--- src/rtl/uart_lap_frame_tx.sv ---
// uart_lap_frame_tx
//   Queued, framed lap-time transmitter between the stopwatch core and a
//   byte-level uart_tx engine. Each lap/stop pulse captures {lap_id,min,seg,cent}
//   into a small FIFO. Entries are drained one at a time and sent as a framed
//   record, either binary (HEADER, id, min, seg, cent[, xor csum]) or ASCII
//   ("MM:SS.CC\r\n"). A start/busy handshake paces every byte.
// Ports
//   clk, reset_n          clock, async active-low reset
//   i_capture             1-cycle pulse: enqueue current time
//   i_clear               flush FIFO, clear overflow and lap counter
//   i_min/i_seg/i_cent    current stopwatch time
//   o_tx_start/o_tx_byte  1-cycle start pulse and byte to uart_tx
//   i_tx_busy             uart_tx busy flag
//   o_fifo_count          queued records
//   o_overflow            sticky: a capture was dropped
//   o_frame_active        a frame is being sent
//   o_lap_id              id of the next record to be accepted
module uart_lap_frame_tx #(
  parameter int         MIN_W      = 4,
  parameter int         SEG_W      = 6,
  parameter int         CENT_W     = 7,
  parameter int         DEPTH      = 4,
  parameter int         ASCII_MODE = 0,
  parameter logic [7:0] HEADER     = 8'hA5,
  parameter int         USE_CSUM   = 1
) (
  input  logic                     clk,
  input  logic                     reset_n,
  input  logic                     i_capture,
  input  logic                     i_clear,
  input  logic [MIN_W-1:0]         i_min,
  input  logic [SEG_W-1:0]         i_seg,
  input  logic [CENT_W-1:0]        i_cent,
  output logic                     o_tx_start,
  output logic [7:0]               o_tx_byte,
  input  logic                     i_tx_busy,
  output logic [$clog2(DEPTH):0]   o_fifo_count,
  output logic                     o_overflow,
  output logic                     o_frame_active,
  output logic [7:0]               o_lap_id
);

  localparam int AW    = $clog2(DEPTH);
  localparam int ENT_W = 8 + MIN_W + SEG_W + CENT_W;
  localparam int NB    = (ASCII_MODE != 0) ? 10 : ((USE_CSUM != 0) ? 6 : 5);

  typedef enum logic [2:0] {S_IDLE, S_LOAD, S_SEND, S_WAIT_HI, S_WAIT_LO} state_t;

  // ---------------- capture FIFO ----------------
  logic [ENT_W-1:0] mem_q [DEPTH];
  logic [AW-1:0]    wr_ptr_q, rd_ptr_q;
  logic [AW:0]      cnt_q;
  logic [7:0]       lap_q;
  logic             ovf_q;
  logic             full, empty, push, pop, drop;
  logic [ENT_W-1:0] head;

  state_t state_q, state_d;

  assign full  = (cnt_q == (AW+1)'(DEPTH));
  assign empty = (cnt_q == '0);
  assign pop   = (state_q == S_LOAD) && !empty;
  // A pop in the same cycle frees a slot, so a capture into a full FIFO is kept.
  assign push  = i_capture && !i_clear && (!full || pop);
  assign drop  = i_capture && !i_clear && full && !pop;
  assign head  = mem_q[rd_ptr_q];

  always_ff @(posedge clk) begin
    if (push) mem_q[wr_ptr_q] <= {lap_q, i_min, i_seg, i_cent};
  end

  always_ff @(posedge clk or negedge reset_n) begin
    if (!reset_n) begin
      wr_ptr_q <= '0;
      rd_ptr_q <= '0;
      cnt_q    <= '0;
      lap_q    <= '0;
      ovf_q    <= 1'b0;
    end else if (i_clear) begin
      wr_ptr_q <= '0;
      rd_ptr_q <= '0;
      cnt_q    <= '0;
      lap_q    <= '0;
      ovf_q    <= 1'b0;
    end else begin
      if (push) begin
        wr_ptr_q <= wr_ptr_q + 1'b1;
        lap_q    <= lap_q + 8'd1;
      end
      if (pop)  rd_ptr_q <= rd_ptr_q + 1'b1;
      cnt_q <= cnt_q + {{AW{1'b0}}, push} - {{AW{1'b0}}, pop};
      if (drop) ovf_q <= 1'b1;
    end
  end

  // ---------------- frame latch ----------------
  // Loaded on the pop, so a clear arriving later cannot disturb the frame.
  logic [7:0]        f_lap_q;
  logic [MIN_W-1:0]  f_min_q;
  logic [SEG_W-1:0]  f_seg_q;
  logic [CENT_W-1:0] f_cent_q;

  always_ff @(posedge clk or negedge reset_n) begin
    if (!reset_n) begin
      f_lap_q  <= '0;
      f_min_q  <= '0;
      f_seg_q  <= '0;
      f_cent_q <= '0;
    end else if (pop) begin
      {f_lap_q, f_min_q, f_seg_q, f_cent_q} <= head;
    end
  end

  // ---------------- byte selection ----------------
  function automatic logic [7:0] sat99(input logic [7:0] v);
    return (v > 8'd99) ? 8'd99 : v;
  endfunction

  // Tens digit by comparing against 10..90; avoids a divider.
  function automatic logic [3:0] tens_of(input logic [7:0] v);
    logic [3:0] t;
    t = 4'd0;
    for (int i = 1; i < 10; i++) if (v >= 8'(i * 10)) t = 4'(i);
    return t;
  endfunction

  function automatic logic [7:0] asc_tens(input logic [7:0] v);
    return 8'h30 + {4'd0, tens_of(sat99(v))};
  endfunction

  function automatic logic [7:0] asc_units(input logic [7:0] v);
    logic [7:0] s;
    s = sat99(v);
    return 8'h30 + (s - {4'd0, tens_of(s)} * 8'd10);
  endfunction

  logic [3:0] idx_q, idx_d;
  logic [7:0] cur_byte, csum;

  assign csum = f_lap_q ^ 8'(f_min_q) ^ 8'(f_seg_q) ^ 8'(f_cent_q);

  always_comb begin
    cur_byte = 8'h00;
    if (ASCII_MODE != 0) begin
      case (idx_q)
        4'd0:    cur_byte = asc_tens(8'(f_min_q));
        4'd1:    cur_byte = asc_units(8'(f_min_q));
        4'd2:    cur_byte = 8'h3A;
        4'd3:    cur_byte = asc_tens(8'(f_seg_q));
        4'd4:    cur_byte = asc_units(8'(f_seg_q));
        4'd5:    cur_byte = 8'h2E;
        4'd6:    cur_byte = asc_tens(8'(f_cent_q));
        4'd7:    cur_byte = asc_units(8'(f_cent_q));
        4'd8:    cur_byte = 8'h0D;
        default: cur_byte = 8'h0A;
      endcase
    end else begin
      case (idx_q)
        4'd0:    cur_byte = HEADER;
        4'd1:    cur_byte = f_lap_q;
        4'd2:    cur_byte = 8'(f_min_q);
        4'd3:    cur_byte = 8'(f_seg_q);
        4'd4:    cur_byte = 8'(f_cent_q);
        default: cur_byte = csum;
      endcase
    end
  end

  // ---------------- sender FSM ----------------
  logic       start_q, start_d;
  logic [7:0] byte_q, byte_d;
  logic       act_q, act_d;

  always_ff @(posedge clk or negedge reset_n) begin
    if (!reset_n) begin
      state_q <= S_IDLE;
      idx_q   <= '0;
      start_q <= 1'b0;
      byte_q  <= '0;
      act_q   <= 1'b0;
    end else begin
      state_q <= state_d;
      idx_q   <= idx_d;
      start_q <= start_d;
      byte_q  <= byte_d;
      act_q   <= act_d;
    end
  end

  always_comb begin
    state_d = state_q;
    idx_d   = idx_q;
    start_d = 1'b0;
    byte_d  = byte_q;
    act_d   = act_q;
    case (state_q)
      S_IDLE: if (!empty) state_d = S_LOAD;
      S_LOAD: begin
        // FIFO may have been cleared since S_IDLE saw it non-empty.
        if (!empty) begin
          idx_d   = '0;
          act_d   = 1'b1;
          state_d = S_SEND;
        end else begin
          act_d   = 1'b0;
          state_d = S_IDLE;
        end
      end
      S_SEND: begin
        if (!i_tx_busy) begin
          start_d = 1'b1;
          byte_d  = cur_byte;
          state_d = S_WAIT_HI;
        end
      end
      S_WAIT_HI: if (i_tx_busy) state_d = S_WAIT_LO;
      S_WAIT_LO: begin
        if (!i_tx_busy) begin
          if (idx_q != 4'(NB - 1)) begin
            idx_d   = idx_q + 4'd1;
            state_d = S_SEND;
          end else if (!empty) begin
            state_d = S_LOAD;  // back-to-back frame, no idle gap
          end else begin
            act_d   = 1'b0;
            state_d = S_IDLE;
          end
        end
      end
      default: state_d = S_IDLE;
    endcase
  end

  assign o_tx_start     = start_q;
  assign o_tx_byte      = byte_q;
  assign o_fifo_count   = cnt_q;
  assign o_overflow     = ovf_q;
  assign o_frame_active = act_q;
  assign o_lap_id       = lap_q;

endmodule

--- config.mk ---
export PLATFORM = sky130hd
export DESIGN_NAME = uart_lap_frame_tx
export DESIGN_NICKNAME = d
export VERILOG_FILES = /design/src/rtl/uart_lap_frame_tx.sv
export SDC_FILE = /design/constraint.sdc
export NUM_CORES = 1
export LEC_CHECK = 0
export CELL_PAD_IN_SITES_DETAIL_PLACEMENT = 2
export CELL_PAD_IN_SITES_GLOBAL_PLACEMENT = 2
export CORE_ASPECT_RATIO = 0.9
export CORE_UTILIZATION = 42
export DETAILED_ROUTE_END_ITERATION = 12
export PLACE_DENSITY = 0.85
export SYNTH_ARGS = -nofsm -noshare
export SYNTH_HDL_FRONTEND = slang
export SYNTH_SLANG_ARGS = --single-unit
--- constraint.sdc ---
create_clock -name clk -period 3.5 [get_ports clk]
set_input_delay 0.875 -clock clk [delete_from_list [all_inputs] [get_ports clk]]
set_output_delay 0.875 -clock clk [all_outputs]
set_load 0.02 [all_outputs]
# == After elaboration in Yosys (flattened, before gate mapping) ==
# Memories as Yosys holds them, arrays and structs flattened. A register that Yosys moved wholly into a read port is not among the register bits.
# Index checks and enable logic that the tools add are counted.
# word_totals
output_inout_bits,22
word_cells,92
ff_bits,33
n_memories,1
ramBits,100
input_bits,22
# memory_table
memory,depth,width,rd,rd_clocked_by_memory_dff,wr,line_no,text
mem_q,4,25,1,1,1,50,logic [ENT_W-1:0] mem_q [DEPTH];
# classes
n_bitwise,4
mux,31
addsub,6
n_eq_ne,18
reduce_logical,22
# ops
op,count
$pmux 8 s5,1
$mux 8,2
$ne 2x2->1 const B,8
$mux 3,5
$pmux 3 s5,1
$mux 2,6
$mux 4,3
$reduce_and 4->1,3
$mux 1,11
$add 8x1->8 const B,1
$eq 4x2->1 const B,2
$pmux 4 s2,1
$reduce_bool 2->1,4
$xor 8x4->8,1
$xor 8x6->8,1
$xor 8x7->8,1
$eq 3x2->1 const B,2
$eq 3x3->1 const B,2
$logic_not 3->1,2
$logic_and 1x1->1,5
$logic_not 1->1,5
$add 2x1->2 const B,2
$add 4x1->4 const B,1
$eq 4x1->1 const B,1
other kinds (10),10

# == Longest topological paths before layout ==
# depth
depth_word,8
mapped_depth,13
mapped_depth_nobuf,11

# == Worst setup path after synthesis ==
# No wires, ideal clock.
# synth_path
path_type,register -> register
start,register cnt_q[2] (netlist: o_fifo_count[2])
end,register cnt_q[2] (netlist: o_fifo_count[2])
path_buffers,2
arrival_ps,2594
setup_slack_ps,775
t_required_ps,3369
setup_time_ps,131
synth_period_minus_slack_ps,2725
stages_incl_launch_ff,14
path_cell_list,dfrtp_1 > or3_1 > clkbuf_1 > nand2_1 > inv_1 > buf_2 > ha_1 > inv_1 > ha_1 > inv_1 > fa_1 > xor2_1 > xnor2_1 > nor2_1
# synth_via
elab_chain_len,8
word_cells_on_any_way,10
classes_between,2 x add/sub; 1 x eq/ne; 1 x mux; 6 x reduce/logical
# synth_lines
item,line_no,text
start: declaration,52,logic [AW:0] cnt_q;
start signal: assignment,91,"cnt_q <= cnt_q + {{AW{1'b0}}, push} - {{AW{1'b0}}, pop};"
$logic_not 3->1 (*),61,assign empty = (cnt_q == '0);
$logic_not 1->1 (*),-,
$logic_and 1x1->1 (*),62,assign pop = (state_q == S_LOAD) && !empty;
net pop,55,"logic full, empty, push, pop, drop;"
$logic_or 1x1->1,64,assign push = i_capture && !i_clear && (!full || pop);
$logic_and 1x1->1,64,
$add 3x1->3,91,
$sub 3x1->3 (*),91,
$mux 3 (*),79,end else if (i_clear) begin
# The timed path passes the listed nets; every way through them passes the cells marked *.
# A chain may end at the register's enable or synchronous reset.

# == Final worst setup path ==
# layout_path
start,input port i_capture
end,register cnt_q[2] (netlist: o_fifo_count[2])
# layout_via
elab_chain_len,5
# layout_lines
item,line_no,text
start: declaration,29,"input logic i_capture,"
$logic_and 1x1->1 (2 in a row),64,
$add 3x1->3,91,
$sub 3x1->3,91,
$mux 3,79,
# No other way between the ends.

==> summary.md <==
| Metric | Value |
|---|---|
| RSZ-0062 raised after global routing | no |
| Number of antenna violations at the first check in global routing | 0 |
| P_sw | 1.94 mW |
| Post-route minimum period | 2.89 ns |
| Vias per inst | 5.69 |
| Worst Reg-to-Reg Cells | 11 |
| Hold path depth | 2 |
| Leading cell type in the layout, fill and taps excluded | edfxtp_1 |
| Share of cells above drive strength 1 | 0.146 |
| Clk pwr share | 0.315 |
| Setup slack, reg-to-reg | 0.81 ns |
| R2R Path Start | o_fifo_count[2] |
| Crit path largest cell delay | 0.55 ns |
| Die area | 0.0163 mm² |
| Worst EP required | 3.80 ns |
| Worst Clk Skew | 0.0141 ns |
| Status | complete, no violations |
| Synth warn | 0 |
| Total track usage | 0.249 |
| Critical path class | primary input to flip-flop |
| Die Y-Extent | 121 µm |
| Post-cts repair resize count | 0 |
| Max Fclk | 0.346 GHz |
| Pre-antenna DRT Iters | 7 |
| Fin nets | 549 |
| Sequential share of the synthesized area | 0.671 |
| Largest net degree at the start of global routing | 31 |
| Fin util | 0.513 |
| TritonCTS clock tree | yes |
| Worst-path maximum fanout | 4 |
| Vias | 4,156 |
| Worst slew margin | 0.442 |
| Worst Path Arrival | 3.19 ns |
| Setup Buffers After CTS | 0 |
| # rows | 43 |
| First-pass GRT wire length | 28.9 mm |
| Vias in the first global route | 4,726 |
| Pwr/cell area | 747 mW/mm² |
| IO buf count | 43 |
| CTS Hold Buffers Added | 0 |
| Hold WC Path Type | flip-flop to flip-flop |
| Layout Area Growth over Synthesis | 19.4% |
| Total Routed Length | 18.4 mm |
| Core area | 0.0154 mm² |
| Syn_nets | 497 |
| Combinational share of power | 0.247 |
| Root Buffer | clkbuf_16 |
| Max cap viols | 0 |
| Ant. Diodes | 0 |
| Synth Instances | 463 |
| Setup crit end kind | flip-flop |
| Num ports | 44 |
| RR Endpoint | o_fifo_count[2] |
| Slowest CP cell | clkdlybuf4s50_1 |
| Post-synth EDFFs | 100 |
| ANT nets after route | 0 |
| Initial Util | 0.430 |
| Number of synthesized register bits | 158 |
| Cell accounting for the most synthesized area | edfxtp_1 |
| Post-route clock period utilization | 0.827 |
| H-tree depth | 4 |
| # setup viols final | 0 |
| DRC errors left | 0 |
| Pleak | 2.99 nW |
| Post-Route Setup TNS | 0 ns |
| Synth top area cells | edfxtp_1 45%, dfrtp_1 22%, mux4_2 8.5%, nand2_1 4.8%, ha_1 2.1% |
| Mean area per synthesized cell | 14.3 µm² |
| Fillers | 1,420 |
| Slew Viols, Final | 0 |
| Hold Violations, Final | 0 |
| CTS Sinks | 158 |
| Actual slew at the worst max-slew pin | 0.836 ns |
| Seq pwr share | 0.439 |
| Hold_ws | 0.483 ns |
| Hold Path Origin | o_tx_byte[7] |
| Internal | 3.98 mW |
| Mapped Area | 0.00663 mm² |
| Worst Hold End | o_tx_byte[7] |
| Placed Area | 0.00733 mm² |
| GPL Wtd Cong | 0.819 |
| Worst path cell trace | clkdlybuf4s50_1 -> nor2b_1 -> a21boi_2 -> inv_2 -> ha_1 -> inv_1 -> ha_1 -> inv_1 -> fa_1 -> xor2_1 -> xnor2_1 -> nor2_1 |
| Hpwl dp | 11.1 mm |
| Most frequent cells in the layout | 100 x edfxtp_1, 85 x nand2_1, 58 x dfrtp_1 |
| CTS clk-pin slew, worst paths | 0.06 ns |
| Initial drt markers | 267 |
| Area share of the largest cell type after synthesis | 0.453 |
| Crit start category | primary input |
| Main synth FF type | edfxtp_1 |
| Design area | 0.00792 mm² |
| Clock buffer depth | 2 |
| WL per Instance | 25.2 µm |
| Sw frac | 0.327 |
| Die width | 134 µm |
| TritonCTS buffer count | 17 |
| Gr ovfl total | 0 |
| Worst-Skew Late Latency | 0.43 ns |
| Worst VDD drop | 0.000383 V |
| Ys async rst share | 0.367 |
| Synth cell types | 53 |
cells in the mapped netlist, types with 3 or more instances:
| cell type | instances |
|---|---|
| a21oi_1 | 10 |
| a222oi_1 | 5 |
| and2_1 | 4 |
| buf_2 | 6 |
| clkbuf_1 | 14 |
| dfrtp_1 | 58 |
| edfxtp_1 | 100 |
| ha_1 | 11 |
| inv_1 | 13 |
| mux2_2 | 4 |
| mux4_2 | 25 |
| nand2_1 | 85 |
| nand2b_1 | 3 |
| nand3_1 | 8 |
| nand3b_1 | 4 |
| nor2_1 | 26 |
| nor2b_1 | 6 |
| nor3_1 | 4 |
| nor3b_1 | 3 |
| o211ai_1 | 3 |
| o21ai_0 | 7 |
| or3_1 | 4 |
| xnor2_1 | 11 |
| xor2_1 | 11 |
worst max-delay path, delay by kind of cell:
kind / cells / cell delay [ns]
AO/OA/AOI/OAI: 1 / 0.21
adder cells (fa/ha/maj): 3 / 0.78
XOR/XNOR: 2 / 0.34
buffers and inverters: 4 / 0.74
AND/OR/NAND/NOR: 2 / 0.25
power by group through the flow:
stage	clock network [mW]	registers [mW]	logic, mW
floorplan	0	2.57	0.866
global placement	0	2.57	1.31
detailed placement	0	2.62	1.41
CTS	1.90	2.60	1.48
global route	1.95	2.64	1.60
finish	1.86	2.60	1.46
routing by layer:
layer / track usage / wire (µm)
met4: 0.112 / 541
met2: 0.428 / 9490
met5: 0 / 0
met3: 0.0489 / 679
met1: 0.306 / 7670
logic make-up (layout without fill, tap and decap cells):
family	Yosys count	after routing	share of synthesized area
compound gates	48	48	0.0524
xor+xnor	22	22	0.0290
fa+ha+maj	12	12	0.0238
buf+inv	36	101	0.0221
flops	158	158	0.671
mux	30	30	0.0932
simple gates	157	157	0.108
how the worst max path moves through the flow:
stage | startpoint | to | slack (ns) | depth (start not counted)
detailed placement | i_capture | o_fifo_count[2] | 0.23 | 12
global placement | i_capture | o_fifo_count[2] | 0.37 | 12
global route | i_capture | o_fifo_count[2] | 0.41 | 12
finish | i_capture | o_fifo_count[2] | 0.61 | 12
CTS | i_capture | o_fifo_count[2] | 0.62 | 12
floorplan | o_fifo_count[2] | o_fifo_count[2] | 0.78 | 13
sequential cells by signal, indices dropped and copies added (netlist names), 3 cells and up:
signal        count
f_seg_q           6
state_q           3
f_min_q           4
idx_q             4
f_cent_q          7
o_tx_byte         8
o_lap_id          8
o_fifo_count      3
mem_q           100
f_lap_q           8
final cells by class:
cell class	count	area, µm²	share of cell area
Sequential cell	158	4450	0.563
Multi-Input combinational cell	269	2030	0.257
Timing Repair Buffer	55	541	0.0683
Clock buffer	21	450	0.0569
Tap cell	202	253	0.0319
Clock inverter	11	134	0.0169
Inverter	14	52.6	0.00664
through the flow:
| stage | setup WS [ns] | power, mW | instances |
|---|---|---|---|
| finish | 0.606 | 5.92 | 730 |
| global route | 0.409 | 6.19 | 730 |
| CTS | 0.617 | 5.98 | 730 |
| detailed placement | 0.226 | 4.04 | 698 |
| global placement | 0.372 | 3.89 | 698 |
| floorplan | 0.775 | 3.43 | 463 |
Power figures use the tool's default switching activity.
